==> src/rtl/jt12_timer_flags_if.sv <==
// Register-side bundle between the CPU register file and the Timer A/B flag stage.
// The master drives reload values, run levels, IRQ enables, flag clears and write strobes.
interface jt12_timer_flags_if;
  logic [9:0] value_A;
  logic [7:0] value_B;
  logic       load_A;
  logic       load_B;
  logic       enable_irq_A;
  logic       enable_irq_B;
  logic       clr_flag_A;
  logic       clr_flag_B;
  logic       write;
  logic       flag_A;
  logic       flag_B;
  logic       overflow_A;
  logic       busy;
  logic       irq_n;

  modport master (
    output value_A, value_B, load_A, load_B, enable_irq_A, enable_irq_B,
           clr_flag_A, clr_flag_B, write,
    input  flag_A, flag_B, overflow_A, busy, irq_n
  );

  modport slave (
    input  value_A, value_B, load_A, load_B, enable_irq_A, enable_irq_B,
           clr_flag_A, clr_flag_B, write,
    output flag_A, flag_B, overflow_A, busy, irq_n
  );
endinterface

==> src/rtl/jt12_timer_flags.sv <==
// Timer A/B stage producing flag_A, flag_B, overflow_A (CSM key-on), busy and irq_n.
// Optional write-busy generator is enabled by defining JT12_TIMER_BUSY_EN.
module jt12_timer_flags #(
  parameter int TB_DIV      = 16,
  parameter int BUSY_CYCLES = 32
) (
  input  logic                 clk,
  input  logic                 rst_n,
  input  logic                 cen,
  input  logic                 zero,
  jt12_timer_flags_if.slave    bus
);

  localparam int PW = (TB_DIV > 1) ? $clog2(TB_DIV) : 1;

  logic [9:0]    cnt_a_r;
  logic [9:0]    cnt_a_nxt_s;
  logic [7:0]    cnt_b_r;
  logic [7:0]    cnt_b_nxt_s;
  logic [PW-1:0] presc_r;
  logic [PW-1:0] presc_nxt_s;
  logic          load_a_prev_r;
  logic          load_b_prev_r;
  logic          flag_a_r;
  logic          flag_a_nxt_s;
  logic          flag_b_r;
  logic          flag_b_nxt_s;
  logic          ovf_a_r;
  logic          irq_n_r;
  logic          load_a_edge_s;
  logic          load_b_edge_s;
  logic          tick_a_s;
  logic          tick_b_s;
  logic          b_tick_s;
  logic          ovf_a_s;
  logic          ovf_b_s;

  // Timer A next state: a load edge reloads without counting
  always_comb begin
    load_a_edge_s = bus.load_A & ~load_a_prev_r;
    tick_a_s      = bus.load_A & zero & ~load_a_edge_s;
    ovf_a_s       = tick_a_s & (cnt_a_r == 10'd1023);
    if (load_a_edge_s) begin
      cnt_a_nxt_s = bus.value_A;
    end else if (ovf_a_s) begin
      cnt_a_nxt_s = bus.value_A;
    end else if (tick_a_s) begin
      cnt_a_nxt_s = cnt_a_r + 10'd1;
    end else begin
      cnt_a_nxt_s = cnt_a_r;
    end
    // Set beats clear so an overflow is never lost
    if (ovf_a_s & bus.enable_irq_A) begin
      flag_a_nxt_s = 1'b1;
    end else if (bus.clr_flag_A) begin
      flag_a_nxt_s = 1'b0;
    end else begin
      flag_a_nxt_s = flag_a_r;
    end
  end

  // Free-running Timer B prescaler, independent of load_B
  always_comb begin
    if (zero) begin
      presc_nxt_s = presc_r + PW'(1);
    end else begin
      presc_nxt_s = presc_r;
    end
    b_tick_s = zero & (presc_r == PW'(TB_DIV - 1));
  end

  // Timer B next state, ticked once per TB_DIV samples
  always_comb begin
    load_b_edge_s = bus.load_B & ~load_b_prev_r;
    tick_b_s      = bus.load_B & b_tick_s & ~load_b_edge_s;
    ovf_b_s       = tick_b_s & (cnt_b_r == 8'd255);
    if (load_b_edge_s) begin
      cnt_b_nxt_s = bus.value_B;
    end else if (ovf_b_s) begin
      cnt_b_nxt_s = bus.value_B;
    end else if (tick_b_s) begin
      cnt_b_nxt_s = cnt_b_r + 8'd1;
    end else begin
      cnt_b_nxt_s = cnt_b_r;
    end
    if (ovf_b_s & bus.enable_irq_B) begin
      flag_b_nxt_s = 1'b1;
    end else if (bus.clr_flag_B) begin
      flag_b_nxt_s = 1'b0;
    end else begin
      flag_b_nxt_s = flag_b_r;
    end
  end

  // Timer state registers; everything holds while cen is low
  always_ff @(posedge clk) begin
    if (!rst_n) begin
      cnt_a_r       <= 10'd0;
      cnt_b_r       <= 8'd0;
      presc_r       <= '0;
      load_a_prev_r <= 1'b0;
      load_b_prev_r <= 1'b0;
      flag_a_r      <= 1'b0;
      flag_b_r      <= 1'b0;
      ovf_a_r       <= 1'b0;
      irq_n_r       <= 1'b1;
    end else if (cen) begin
      cnt_a_r       <= cnt_a_nxt_s;
      cnt_b_r       <= cnt_b_nxt_s;
      presc_r       <= presc_nxt_s;
      load_a_prev_r <= bus.load_A;
      load_b_prev_r <= bus.load_B;
      flag_a_r      <= flag_a_nxt_s;
      flag_b_r      <= flag_b_nxt_s;
      ovf_a_r       <= ovf_a_s;
      irq_n_r       <= ~(flag_a_r | flag_b_r);
    end else begin
      cnt_a_r       <= cnt_a_r;
      cnt_b_r       <= cnt_b_r;
      presc_r       <= presc_r;
      load_a_prev_r <= load_a_prev_r;
      load_b_prev_r <= load_b_prev_r;
      flag_a_r      <= flag_a_r;
      flag_b_r      <= flag_b_r;
      ovf_a_r       <= ovf_a_r;
      irq_n_r       <= irq_n_r;
    end
  end

  assign bus.flag_A     = flag_a_r;
  assign bus.flag_B     = flag_b_r;
  assign bus.overflow_A = ovf_a_r;
  assign bus.irq_n      = irq_n_r;

`ifdef JT12_TIMER_BUSY_EN
  localparam int BW = (BUSY_CYCLES > 1) ? $clog2(BUSY_CYCLES) : 1;

  logic [BW-1:0] busy_cnt_r;
  logic [BW-1:0] busy_cnt_nxt_s;
  logic          busy_r;
  logic          busy_nxt_s;

  // Retriggerable busy window; drops the cen cycle after the count hits zero
  always_comb begin
    if (bus.write) begin
      busy_nxt_s     = 1'b1;
      busy_cnt_nxt_s = BW'(BUSY_CYCLES - 1);
    end else if (busy_r) begin
      if (busy_cnt_r == '0) begin
        busy_nxt_s     = 1'b0;
        busy_cnt_nxt_s = busy_cnt_r;
      end else begin
        busy_nxt_s     = 1'b1;
        busy_cnt_nxt_s = busy_cnt_r - BW'(1);
      end
    end else begin
      busy_nxt_s     = 1'b0;
      busy_cnt_nxt_s = busy_cnt_r;
    end
  end

  // Busy registers
  always_ff @(posedge clk) begin
    if (!rst_n) begin
      busy_r     <= 1'b0;
      busy_cnt_r <= '0;
    end else if (cen) begin
      busy_r     <= busy_nxt_s;
      busy_cnt_r <= busy_cnt_nxt_s;
    end else begin
      busy_r     <= busy_r;
      busy_cnt_r <= busy_cnt_r;
    end
  end

  assign bus.busy = busy_r;
`else
  logic unused_s;
  assign unused_s = bus.write ^ (BUSY_CYCLES == 32'sd0);
  assign bus.busy = 1'b0;
`endif

endmodule

==> src/flat_wrapper.sv <==
// flat-port wrapper written by rule: the top's interface ports become plain ports
module jt12_timer_flags_flat 
#(
  parameter int TB_DIV      = 16,
  parameter int BUSY_CYCLES = 32
)
  (clk, rst_n, cen, zero, bus_value_A, bus_value_B, bus_load_A, bus_load_B, bus_enable_irq_A, bus_enable_irq_B, bus_clr_flag_A, bus_clr_flag_B, bus_write, bus_flag_A, bus_flag_B, bus_overflow_A, bus_busy, bus_irq_n);
  jt12_timer_flags_if bus_i ();
  input  logic clk;
  input  logic rst_n;
  input  logic cen;
  input  logic zero;
  input wire logic [$bits(bus_i.value_A)-1:0] bus_value_A;
  input wire logic [$bits(bus_i.value_B)-1:0] bus_value_B;
  input wire logic [$bits(bus_i.load_A)-1:0] bus_load_A;
  input wire logic [$bits(bus_i.load_B)-1:0] bus_load_B;
  input wire logic [$bits(bus_i.enable_irq_A)-1:0] bus_enable_irq_A;
  input wire logic [$bits(bus_i.enable_irq_B)-1:0] bus_enable_irq_B;
  input wire logic [$bits(bus_i.clr_flag_A)-1:0] bus_clr_flag_A;
  input wire logic [$bits(bus_i.clr_flag_B)-1:0] bus_clr_flag_B;
  input wire logic [$bits(bus_i.write)-1:0] bus_write;
  output wire logic [$bits(bus_i.flag_A)-1:0] bus_flag_A;
  output wire logic [$bits(bus_i.flag_B)-1:0] bus_flag_B;
  output wire logic [$bits(bus_i.overflow_A)-1:0] bus_overflow_A;
  output wire logic [$bits(bus_i.busy)-1:0] bus_busy;
  output wire logic [$bits(bus_i.irq_n)-1:0] bus_irq_n;
  assign bus_i.value_A = bus_value_A;
  assign bus_i.value_B = bus_value_B;
  assign bus_i.load_A = bus_load_A;
  assign bus_i.load_B = bus_load_B;
  assign bus_i.enable_irq_A = bus_enable_irq_A;
  assign bus_i.enable_irq_B = bus_enable_irq_B;
  assign bus_i.clr_flag_A = bus_clr_flag_A;
  assign bus_i.clr_flag_B = bus_clr_flag_B;
  assign bus_i.write = bus_write;
  assign bus_flag_A = bus_i.flag_A;
  assign bus_flag_B = bus_i.flag_B;
  assign bus_overflow_A = bus_i.overflow_A;
  assign bus_busy = bus_i.busy;
  assign bus_irq_n = bus_i.irq_n;
  jt12_timer_flags #(.TB_DIV(TB_DIV), .BUSY_CYCLES(BUSY_CYCLES)) u_core (.clk(clk), .rst_n(rst_n), .cen(cen), .zero(zero), .bus(bus_i));
endmodule
==> config.mk <==
export PLATFORM = sky130hd
export DESIGN_NAME = jt12_timer_flags_flat
export DESIGN_NICKNAME = d
export VERILOG_FILES = /design/src/rtl/jt12_timer_flags_if.sv /design/src/rtl/jt12_timer_flags.sv /design/src/flat_wrapper.sv
export SDC_FILE = /design/constraint.sdc
export NUM_CORES = 1
export LEC_CHECK = 0
export ABC_AREA = 0
export BUFFER_PORTS_ARGS = -buffer_cell sky130_fd_sc_hd__buf_2
export CORE_MARGIN = 10
export CORE_UTILIZATION = 49
export DETAILED_ROUTE_END_ITERATION = 10
export GPL_ROUTABILITY_DRIVEN = 0
export GPL_TIMING_DRIVEN = 0
export PLACE_DENSITY = 0.75
export SKIP_LAST_GASP = 1
export SYNTH_ARGS = -nofsm -noshare
export SYNTH_HDL_FRONTEND = slang
export SYNTH_SLANG_ARGS = --single-unit
==> constraint.sdc <==
create_clock -name clk -period 1.7 [get_ports clk]
set_input_delay 0.085 -clock clk [delete_from_list [all_inputs] [get_ports clk]]
set_output_delay 0.085 -clock clk [all_outputs]
set_load 0.005 [all_outputs]
After elaboration in Yosys (flattened, before gate mapping)
Cells that the tools add are included.
{"block": "totals", "in_bits": 29, "word_cells": 51, "register_bits": 28, "n_memories": 0, "latchBits": 0, "ramBits": 0, "mem_bits_ro": 0, "output_inout_bits": 5}
{"block": "op_classes", "n_reduce_logical": 9, "n_lt_le_gt_ge": 0, "n_mul": 0, "mux": 10, "n_shift": 0, "div_mod_pow": 0, "n_eq_ne": 3, "addsub": 3, "n_bitwise": 17}
{"cell": "2-to-1 mux 10 bit", "n": 3}
{"cell": "2-to-1 mux 8 bit", "n": 3}
{"cell": "bitwise AND 1 bit", "n": 11}
{"cell": "adder 10 x 1 -> 10 bit, second input constant", "n": 1}
{"cell": "equality test 10 bit, second input constant", "n": 1}
{"cell": "AND reduction 2 bit", "n": 5}
{"cell": "adder 8 x 1 -> 8 bit, second input constant", "n": 1}
{"cell": "equality test 8 bit, second input constant", "n": 1}
{"cell": "nonzero test 3 bit", "n": 2}
{"cell": "NOT 1 bit", "n": 5}
{"cell": "adder 4 x 1 -> 4 bit, second input constant", "n": 1}
{"cell": "equality test 4 bit, second input constant", "n": 1}
{"cell": "2-to-1 mux 1 bit", "n": 4}
{"cell": "nonzero test 2 bit", "n": 2}
{"cell": "bitwise OR 1 bit", "n": 1}

Logic depth before layout (Yosys ltp)
Gate-level depths: netlist of the first run.
{"block": "logic_depth", "word_depth": 8, "mapped_depth": 7, "depth_no_buf": 6}

Worst setup path after synthesis of the first run
No wires, ideal clock.
{"block": "synth_timing", "path_type": "flip-flop to flip-flop", "start": "reg u_core.cnt_a_r[0]", "end": "reg u_core.cnt_a_r[5]", "synth_period_minus_slack_ns": 1.691, "setup_ns": 0.132, "t_required_ns": 1.568, "path_stages_with_launch": 8, "setup_slack_ns": 0.009, "path_buffers": 1, "t_arrival_ns": 1.560, "cell_sequence": "dfxtp_1 -> ha_1 -> nand2_1 -> o41ai_4 -> buf_6 -> nor2_1 -> a211oi_2 -> nor3_1"}
{"block": "synth_via", "elab_chain_len": 4, "word_cells_on_any_way": 8, "classes_between": "add/sub (1); eq/ne (1); mux (3); bitwise (1); reduce/logical (2)"}
{"element": "start, declared", "line_no": "jt12_timer_flags.sv:16", "text": "logic [9:0] cnt_a_r;"}
{"element": "start signal, assigned", "line_no": "jt12_timer_flags.sv:108", "text": "cnt_a_r <= cnt_a_nxt_s;"}
{"element": "start signal, assigned", "line_no": "jt12_timer_flags.sv:118", "text": "cnt_a_r <= cnt_a_r;"}
{"element": "adder 10 x 1 -> 10 bit / equality test 10 bit (equally long branches)", "line_no": "jt12_timer_flags.sv:48, jt12_timer_flags.sv:42"}
{"element": "2-to-1 mux 10 bit / bitwise AND 1 bit (equally long branches)", "line_no": "jt12_timer_flags.sv:47, jt12_timer_flags.sv:42"}
{"element": "2-to-1 mux 10 bit / nonzero test 3 bit (equally long branches)"}
{"element": "2-to-1 mux 10 bit / AND reduction 2 bit (equally long branches)"}
Parallel ways exist; a longest one is shown, timed or not. The select of a mux whose other input is x is not followed.
A chain may end at the register's enable or synchronous reset.

Worst setup path in the final report of the first run
{"block": "layout_timing", "start": "reg u_core.cnt_a_r[1]", "end": "reg u_core.cnt_a_r[7]"}
Same word-level chain as after synthesis.

==> results of run 1 <==
[layer usage]
metal / share of wire / wire length (microns) / global-route usage / vias up
met3: 0.043 / 212 / 0.0376 / 8
met4: 0.017 / 82 / 0.0484 / 0
met5: 0 / 0 / 0 / -
met2: 0.50 / 2440 / 0.242 / 51
met1: 0.44 / 2160 / 0.158 / 849
li1: - / - / - / 912
[worst max-delay path, cell delays in order, from the launching register on]
cell     delay, ps
dfxtp_4        410
ha_4           150
nand2_4         60
o41ai_4        420
buf_6          170
buf_6          110
buf_6           80
a21o_1          70
a31oi_1         70
[cell type report]
type	count	area, sq um	share of cell area
Inverter	4	15.0	0.00669
Sequential cell	28	581	0.259
Multi-Input combinational cell	168	1100	0.489
Timing Repair Buffer	56	387	0.172
Tap cell	46	57.6	0.0256
Buffer	11	70.1	0.0312
Clock buffer	4	36.3	0.0162
[registers in the layout, summed over array words and instances, names as in the netlist]
register               cells
u_core.load_a_prev_r       1
u_core.cnt_b_r             8
u_core.cnt_a_r            10
u_core.bus.flag_B          1
u_core.bus.flag_A          1
u_core.load_b_prev_r       1
u_core.presc_r             4
u_core.bus.irq_n           1
u_core.bus.overflow_A      1
[what timing repair did]
| action | in CTS | in global routing |
|---|---|---|
| resized for setup | 11 | 25 |
| pin swaps | 6 | 12 |
| endpoints found under the setup margin | 19 | 16 |
| hold buffers | 10 | 0 |
| setup buffers | 4 | 14 |
| hold endpoints to repair | 10 | 0 |
| gates cloned | 0 | 0 |
[metrics by stage]
stage | util | setup slack (ps) | hold slack (ps)
after global placement | 0.563 | -225 | 345
final | 0.678 | 32.5 | -1.95
after detailed placement | 0.563 | -230 | 351
after CTS | 0.627 | -10.0 | 0.127
after floorplan | - | 8.85 | 233
after global routing | 0.678 | -40.9 | 13.1
[layout by cell type, fill, tap and decap left out, types with 8 or more instances in the layout]
cell type,synthesis,layout
dfxtp_1,28,18
buf_2,4,30
nand3_1,22,21
a31oi_1,8,8
buf_4,2,18
nand2_1,22,21
o21ai_0,13,13
a21oi_1,21,18
dlygate4sd3_1,0,10
nor2_1,16,16
[worst paths after layout]
kind	cells after the start	to
max	8	u_core.cnt_a_r[7]
min	3	u_core.cnt_a_r[4]
max reg2reg	8	u_core.cnt_a_r[7]
min reg2reg	2	u_core.bus.flag_B
[kinds of logic after synthesis]
kind of cell / after synthesis
adder cells (fa/ha/maj): 3
XOR/XNOR: 3
other: 1
flip-flops: 28
AO/OA/AOI/OAI: 69
AND/OR/NAND/NOR: 92
buffers and inverters: 17
[where the power goes]
part / internal, mW / total, mW / switching [mW]
Combinational: 0.139 / 0.273 / 0.134
Sequential: 0.685 / 0.723 / 0.0378
Clock: 0.131 / 0.344 / 0.213
Total: 0.956 / 1.34 / 0.385
==> impl_metrics.tcl, run 1 <==
set metrics [dict create \
    startpoint_type "flop" \
    core-area_sq_mm 0.00331 \
    yosys.area.top_type "dfxtp_1" \
    p_leak_nw 0.883 \
    synth_fa_ha_area_frac 0.0225 \
    yosys.area_share.simple 0.288 \
    clk_latency_ps 350 \
    max_slew.worst_pin.slew_ps 573 \
    die_w_microns 78.3 \
    period_share 0.981 \
    place_area_sq_mm 0.00186 \
    clk_pin_slew_ps 170 \
    netlist_top_cells_area "dfxtp_1 (34%), nand3_1 (6.6%), a21oi_1 (6.3%)" \
    ys_types 47 \
    critPathRequiredTime_ps 1920 \
    via_count 1820 \
    synth.most_common_cell "dfxtp_1" \
    async_reset_ff_frac 0 \
    final_nets 304 \
    hp-start "bus_value_A[4]" \
    maxCapViolations 0 \
    slew_viol_final 0 \
    path_max_fanout 4 \
    critPathArrivalTime_ps 1880 \
    dp_hpwl_microns 3180 \
    postRouteWirelength_microns 4890 \
    io_buffers 28 \
    drive_above_1_share 0.328 \
    yosys_warnings 0 \
    grtUsageTotal 0.138 \
    synth_compound_area_frac 0.280 \
    synth_flop_cell "dfxtp_1" \
    hold_slack_ps -1.95 \
    ir_drop_mv 0.494 \
    io-pin-count 34 \
    grt_overflow 0 \
    fmax_mhz 600 \
    clockBufferDepth 2 \
    avgSynthCellArea_sq_um 7.82 \
    dp_cells 287 \
    first_iter_violations 123 \
    antenna_found_initial 0 \
    r2r-start "u_core.cnt_a_r[1]" \
    rrSetupSlack_ps 30 \
    yosysSeqAreaShare 0.337 \
    drc 0 \
    syn_inst 213 \
    power.total_mw 1.34 \
    initial_utilization 0.503 \
    power_density_mw_per_mm2 597 \
    hold_path.class "in2reg" \
    fillCellCount 296 \
    grt_pass1_wl_microns 7250 \
    grt_pass1_vias 1674 \
    muxShareOfSynthArea 0 \
    path_class "reg2reg" \
    grt_max_degree 16 \
    final_hold_viol_count 1 \
    cts_tree "built" \
    setup_violations 0 \
    ant_nets 0 \
    synthTopCellsByCount "dfxtp_1 (28), nand2_1 (22), nand3_1 (22)" \
    die-area_sq_mm 0.00613 \
    rows 21 \
    fin_area_sq_mm 0.00224 \
    status "finished, violations left" \
    fin_skew_ps 15.4 \
    cp-end-kind "flop" \
    via_per_inst 5.74 \
    antenna_cells 0 \
    synth-xor-area-share 0.0158 \
    synth-seq-cells 28 \
    rsz0062_at_grt "yes" \
    wl_per_cell_microns 15.4 \
    dieHeight_microns 78.3 \
    dr.pass1.iters 4 \
    cts_buffers 3 \
    synth_top_family_by_area "simple AND/OR/NAND/NOR gates" \
    syn_to_final_growth_pct 34.8 \
    synthesis.area_sq_mm 0.00167 \
    cts_sinks 28 \
    cts_max_level 1 \
    final.setup.tns_ps 0 \
    startpoint "u_core.cnt_a_r[1]" \
    slew_headroom 0.618 \
    syn_nets 245 \
    instances_no_fill 317 \
    violations "hold timing" \
    synth_top_area_frac 0.337 \
    synth_edf_count 0 \
    cts_root_buffer "clkbuf_4" \
    layout_min_cycle_time_ps 1670 \
]
Power figures use the tool's default switching activity.
==> inputs of run 2 (changes only) <==
--- a/config.mk
+++ b/config.mk
@@ -7,12 +7,14 @@
 export LEC_CHECK = 0
 export ABC_AREA = 0
 export BUFFER_PORTS_ARGS = -buffer_cell sky130_fd_sc_hd__buf_2
+export CELL_PAD_IN_SITES_DETAIL_PLACEMENT = 0
+export CELL_PAD_IN_SITES_GLOBAL_PLACEMENT = 1
 export CORE_MARGIN = 10
-export CORE_UTILIZATION = 49
+export CORE_UTILIZATION = 35
 export DETAILED_ROUTE_END_ITERATION = 10
 export GPL_ROUTABILITY_DRIVEN = 0
 export GPL_TIMING_DRIVEN = 0
-export PLACE_DENSITY = 0.75
+export PLACE_DENSITY_LB_ADDON = 0.1
 export SKIP_LAST_GASP = 1
 export SYNTH_ARGS = -nofsm -noshare
 export SYNTH_HDL_FRONTEND = slang
==> run 2 against run 1 <==
The run now ends clean; cell count is 1.3% lower; first-iteration DRC count is 15% lower; sequential share of layout area is 0.94 points higher; sequential cell count stayed put; critical path type unchanged; total power is 4.8% higher; cell area is 3.5% lower; largest power group unchanged.
==> impl_metrics.tcl, run 2 (same netlist as run 1, synthesis figures left out) <==
set metrics [dict create \
    hold_path.class "in2reg" \
    rrSetupSlack_ps 30 \
    dp_cells 295 \
    layout_min_cycle_time_ps 1670 \
    hold_slack_ps 43.1 \
    fin_area_sq_mm 0.00217 \
    grt_max_degree 16 \
    critPathRequiredTime_ps 1900 \
    rows 25 \
    grt_pass1_vias 1653 \
    fin_util 0.465 \
    power.total_mw 1.41 \
    clockBufferDepth 2 \
    biggestRegsByFlops "u_core.cnt_a_r (10), u_core.cnt_b_r (8), u_core.presc_r (4)" \
    path_max_fanout 4 \
    critPathArrivalTime_ps 1870 \
    ant_nets 0 \
    p_leak_nw 0.840 \
    period_share 0.982 \
    antenna_found_initial 0 \
    r2r-start "u_core.cnt_a_r[0]" \
    antenna_cells 0 \
    io-pin-count 34 \
    top_register "u_core.cnt_a_r" \
    syn_to_final_growth_pct 30.1 \
    cts_root_buffer "clkbuf_8" \
    postRouteWirelength_microns 5020 \
    layout_common_cells "buf_2 (32), nand2_1 (21), nand3_1 (20), a21oi_1 (20), dfxtp_1 (18)" \
    first_iter_violations 105 \
    place_area_sq_mm 0.00187 \
    dp_hpwl_microns 3520 \
    slew_headroom 0.598 \
    layout_commonest_cell "buf_2" \
    fmax_mhz 599 \
    largest_reg_flops 10 \
    setup_violations 0 \
    grt_overflow 0 \
    via_per_inst 5.61 \
    fin_skew_ps 8.92 \
    cts_buffers 3 \
    via_count 1755 \
    dieHeight_microns 89.0 \
    core-area_sq_mm 0.00466 \
    path_class "reg2reg" \
    final_nets 292 \
    ff2ff_path_depth 6 \
    wl_per_cell_microns 16.0 \
    final_hold_viol_count 0 \
    final.setup.tns_ps 0 \
    hold_buffers 0 \
    drc 0 \
    io_buffers 28 \
    slew_viol_final 0 \
    dr.pass1.iters 5 \
    status "finished, final reports clean" \
    cts_max_level 1 \
    hp-start "bus_value_A[6]" \
    grt_pass1_wl_microns 8020 \
    die_w_microns 89.0 \
    ir_drop_mv 0.285 \
    pre_cts_slack_ps -283 \
    die-area_sq_mm 0.00792 \
    cts_tree "built" \
    drive_above_1_share 0.328 \
    max_slew.worst_pin.slew_ps 603 \
    initial_utilization 0.357 \
    maxCapViolations 0 \
    layout_setup_ws_ps 30.0 \
    cts_sinks 28 \
    hold_end "u_core.cnt_a_r[6]" \
    power_density_mw_per_mm2 649 \
    clk_pin_slew_ps 110 \
    r2r-end "u_core.cnt_a_r[3]" \
    cp-end-kind "flop" \
    hold_depth 3 \
    clk_latency_ps 280 \
    instances_no_fill 313 \
    startpoint_type "flop" \
    grtUsageTotal 0.127 \
]
-- run 2: worst max-delay path, stage by stage, from the launching register on --
cell     delay [ps]
dfxtp_4         370
ha_4            180
nand2_4          90
o41ai_4         100
buf_4           150
or4_1           500
a41oi_1         200
-- run 2: timing repair --
| item | 4_1_cts | 5_1_grt |
|---|---|---|
| resized for setup | 14 | 22 |
| hold endpoints to repair | 0 | 0 |
| buffers inserted | 4 | 10 |
| pin swaps | 3 | 9 |
| setup endpoints to repair | 20 | 16 |
| gates cloned | 1 | 0 |
-- run 2: cell type report --
class                      count  area [sq um]
sequential                    28           581
timing repair buffer          43           258
multi-input combinational    168          1110
clock buffer                   4          55.1
buffer                        12          78.8
inverter                       4          15.0
tap                           54          67.6
fill                         475          2490
-- run 2: where the power goes --
| part | internal (mW) | switching [mW] | total, mW | leakage [nW] |
|---|---|---|---|---|
| clock | 0.208 | 0.223 | 0.430 | 0.0288 |
| combinational | 0.120 | 0.131 | 0.251 | 0.578 |
| sequential | 0.685 | 0.0394 | 0.725 | 0.233 |
-- run 2: per-layer routing --
layer / up-vias / GRT usage / share of wire
li1: 887 / - / -
met1: 828 / 0.167 / 0.48
met2: 38 / 0.209 / 0.48
met3: 2 / 0.0237 / 0.036
met4: 0 / 0.0260 / 0.0050
met5: - / 0 / 0
-- run 2: worst max path at each step --
stage	slack, ps	to	start
global route	-7	u_core.cnt_a_r[3]	u_core.cnt_a_r[0]
CTS	7	u_core.cnt_b_r[0]	u_core.cnt_b_r[0]
floorplan	9	u_core.cnt_a_r[5]	u_core.cnt_a_r[0]
global placement	-300	u_core.cnt_a_r[5]	u_core.cnt_a_r[0]
detailed placement	-280	u_core.cnt_a_r[5]	u_core.cnt_a_r[0]
finish	30	u_core.cnt_a_r[3]	u_core.cnt_a_r[0]
==> inputs of run 3 (changes only) <==
--- a/config.mk
+++ b/config.mk
@@ -15,6 +15,7 @@
 export GPL_ROUTABILITY_DRIVEN = 0
 export GPL_TIMING_DRIVEN = 0
 export PLACE_DENSITY_LB_ADDON = 0.1
+export RECOVER_POWER = 50
 export SKIP_LAST_GASP = 1
 export SYNTH_ARGS = -nofsm -noshare
 export SYNTH_HDL_FRONTEND = slang
==> run 3 against run 2 <==
First-iteration DRC count is 9.5% lower; utilization is 0.19 points lower; global-route usage stayed put; via count is 0.34% higher; largest cell class unchanged; critical path depth stayed put.
==> impl_metrics.tcl, run 3 (same netlist as run 1, synthesis figures left out) <==
set metrics [dict create \
    status "finished, final reports clean" \
    via_count 1761 \
    setup_violations 0 \
    ant_nets 0 \
    r2r-end "u_core.cnt_a_r[3]" \
    die_w_microns 89.0 \
    startpoint "u_core.cnt_a_r[0]" \
    grt_overflow 0 \
    place_area_sq_mm 0.00187 \
    layout_setup_ws_ps 32.1 \
    grt_pass1_vias 1653 \
    rows 25 \
    period_share 0.981 \
    top_register "u_core.cnt_a_r" \
    dr.pass1.iters 5 \
    layout_min_cycle_time_ps 1670 \
    cp-end-kind "flop" \
    hold_buffers 0 \
    antenna_cells 0 \
    grt_pass1_wl_microns 8020 \
    instances_no_fill 313 \
    cts_max_level 1 \
    hold_path.class "in2reg" \
    die-area_sq_mm 0.00792 \
    ir_drop_mv 0.287 \
    p_leak_nw 0.822 \
    layout_common_cells "buf_2 (28), nand2_1 (21), nand3_1 (20), a21oi_1 (20), dfxtp_1 (18)" \
    biggestRegsByFlops "u_core.cnt_a_r (10), u_core.cnt_b_r (8), u_core.presc_r (4)" \
    dieHeight_microns 89.0 \
    fmax_mhz 600 \
    final_hold_viol_count 0 \
    largest_reg_flops 10 \
    syn_to_final_growth_pct 29.5 \
    dp_cells 295 \
    crit_end "u_core.cnt_a_r[3]" \
    max_slew.worst_pin.slew_ps 592 \
    slew_headroom 0.605 \
    clockBufferDepth 2 \
    critPathArrivalTime_ps 1870 \
    layout_commonest_cell "buf_2" \
    path_class "reg2reg" \
    rrSetupSlack_ps 30 \
    dp_hpwl_microns 3520 \
    first_iter_violations 95 \
    path_max_fanout 4 \
    grtUsageTotal 0.127 \
    fillCellCount 478 \
    pre_cts_slack_ps -283 \
    core-area_sq_mm 0.00466 \
    fin_skew_ps 6.52 \
    startpoint_type "flop" \
    cts_sinks 28 \
    power_density_mw_per_mm2 651 \
    io_buffers 28 \
    multi_input_area_sq_mm 0.00111 \
    critPathRequiredTime_ps 1900 \
    io-pin-count 34 \
    cts_tree "built" \
    initial_utilization 0.357 \
    clk_latency_ps 280 \
    drive_above_1_share 0.309 \
    cts_buffers 3 \
    drc 0 \
    fin_area_sq_mm 0.00216 \
    cts_root_buffer "clkbuf_8" \
    regArea_sq_um 581 \
    maxCapViolations 0 \
    ff2ff_path_depth 6 \
    clk_pin_slew_ps 100 \
    postRouteWirelength_microns 4990 \
    wl_per_cell_microns 16.0 \
    via_per_inst 5.63 \
    final_nets 292 \
    final.setup.tns_ps 0 \
    r2r-start "u_core.cnt_a_r[0]" \
    antenna_found_initial 0 \
    power.total_mw 1.40 \
    grt_max_degree 16 \
    slew_viol_final 0 \
]
-- run 3: how the worst min path moves through the flow --
| stage | startpoint | end | slack [ps] | depth (start not counted) |
|---|---|---|---|---|
| 2_1_floorplan | bus_value_A[6] | u_core.cnt_a_r[6] | 230 | 2 |
| 3_3_place_gp | bus_value_B[4] | u_core.cnt_b_r[4] | 340 | 3 |
| 3_5_place_dp | bus_value_B[4] | u_core.cnt_b_r[4] | 340 | 3 |
| 4_1_cts | bus_value_B[4] | u_core.cnt_b_r[4] | 40 | 3 |
| 5_1_grt | bus_value_A[4] | u_core.cnt_a_r[4] | 60 | 3 |
| 6_report | bus_value_A[6] | u_core.cnt_a_r[6] | 50 | 3 |
-- run 3: final cells by class --
type | instances | share of cell area
multi-input combinational | 168 | 0.515
sequential | 28 | 0.269
timing repair buffer | 43 | 0.117
buffer | 12 | 0.0348
tap | 54 | 0.0313
clock buffer | 4 | 0.0255
inverter | 4 | 0.00696
-- run 3: power by group --
part	switching (mW)	leakage (nW)	internal [mW]
Sequential	0.0389	0.233	0.685
Clock	0.222	0.0288	0.208
Combinational	0.131	0.560	0.119
Total	0.392	0.822	1.01
-- run 3: per-stage QoR --
stage	hold WS (ps)	utilization
after floorplan	233	-
after global placement	343	0.402
after detailed placement	341	0.402
after CTS	40.8	0.433
after global routing	59.1	0.463
final	45.4	0.463
-- run 3: timing repair --
action | in CTS | in global routing
setup endpoints to repair | 20 | 16
cloned | 1 | 0
pin swaps | 3 | 9
resized for setup | 14 | 22
setup buffers | 4 | 10
hold endpoints to repair | 0 | 0
-- run 3: routing by layer --
metal / wire length, microns / global-route usage / share of wire
met1: 2360 / 0.167 / 0.47
met2: 2380 / 0.209 / 0.48
met3: 225 / 0.0237 / 0.045
met4: 25 / 0.0260 / 0.0050
met5: 0 / 0 / 0
-- run 3: critical path, cell delays in order, from the launching register on --
cell and delay, ps:
dfxtp_4 370, ha_4 180, nand2_4 90, o41ai_4 100
buf_4 150, or4_1 500, a41oi_1 200
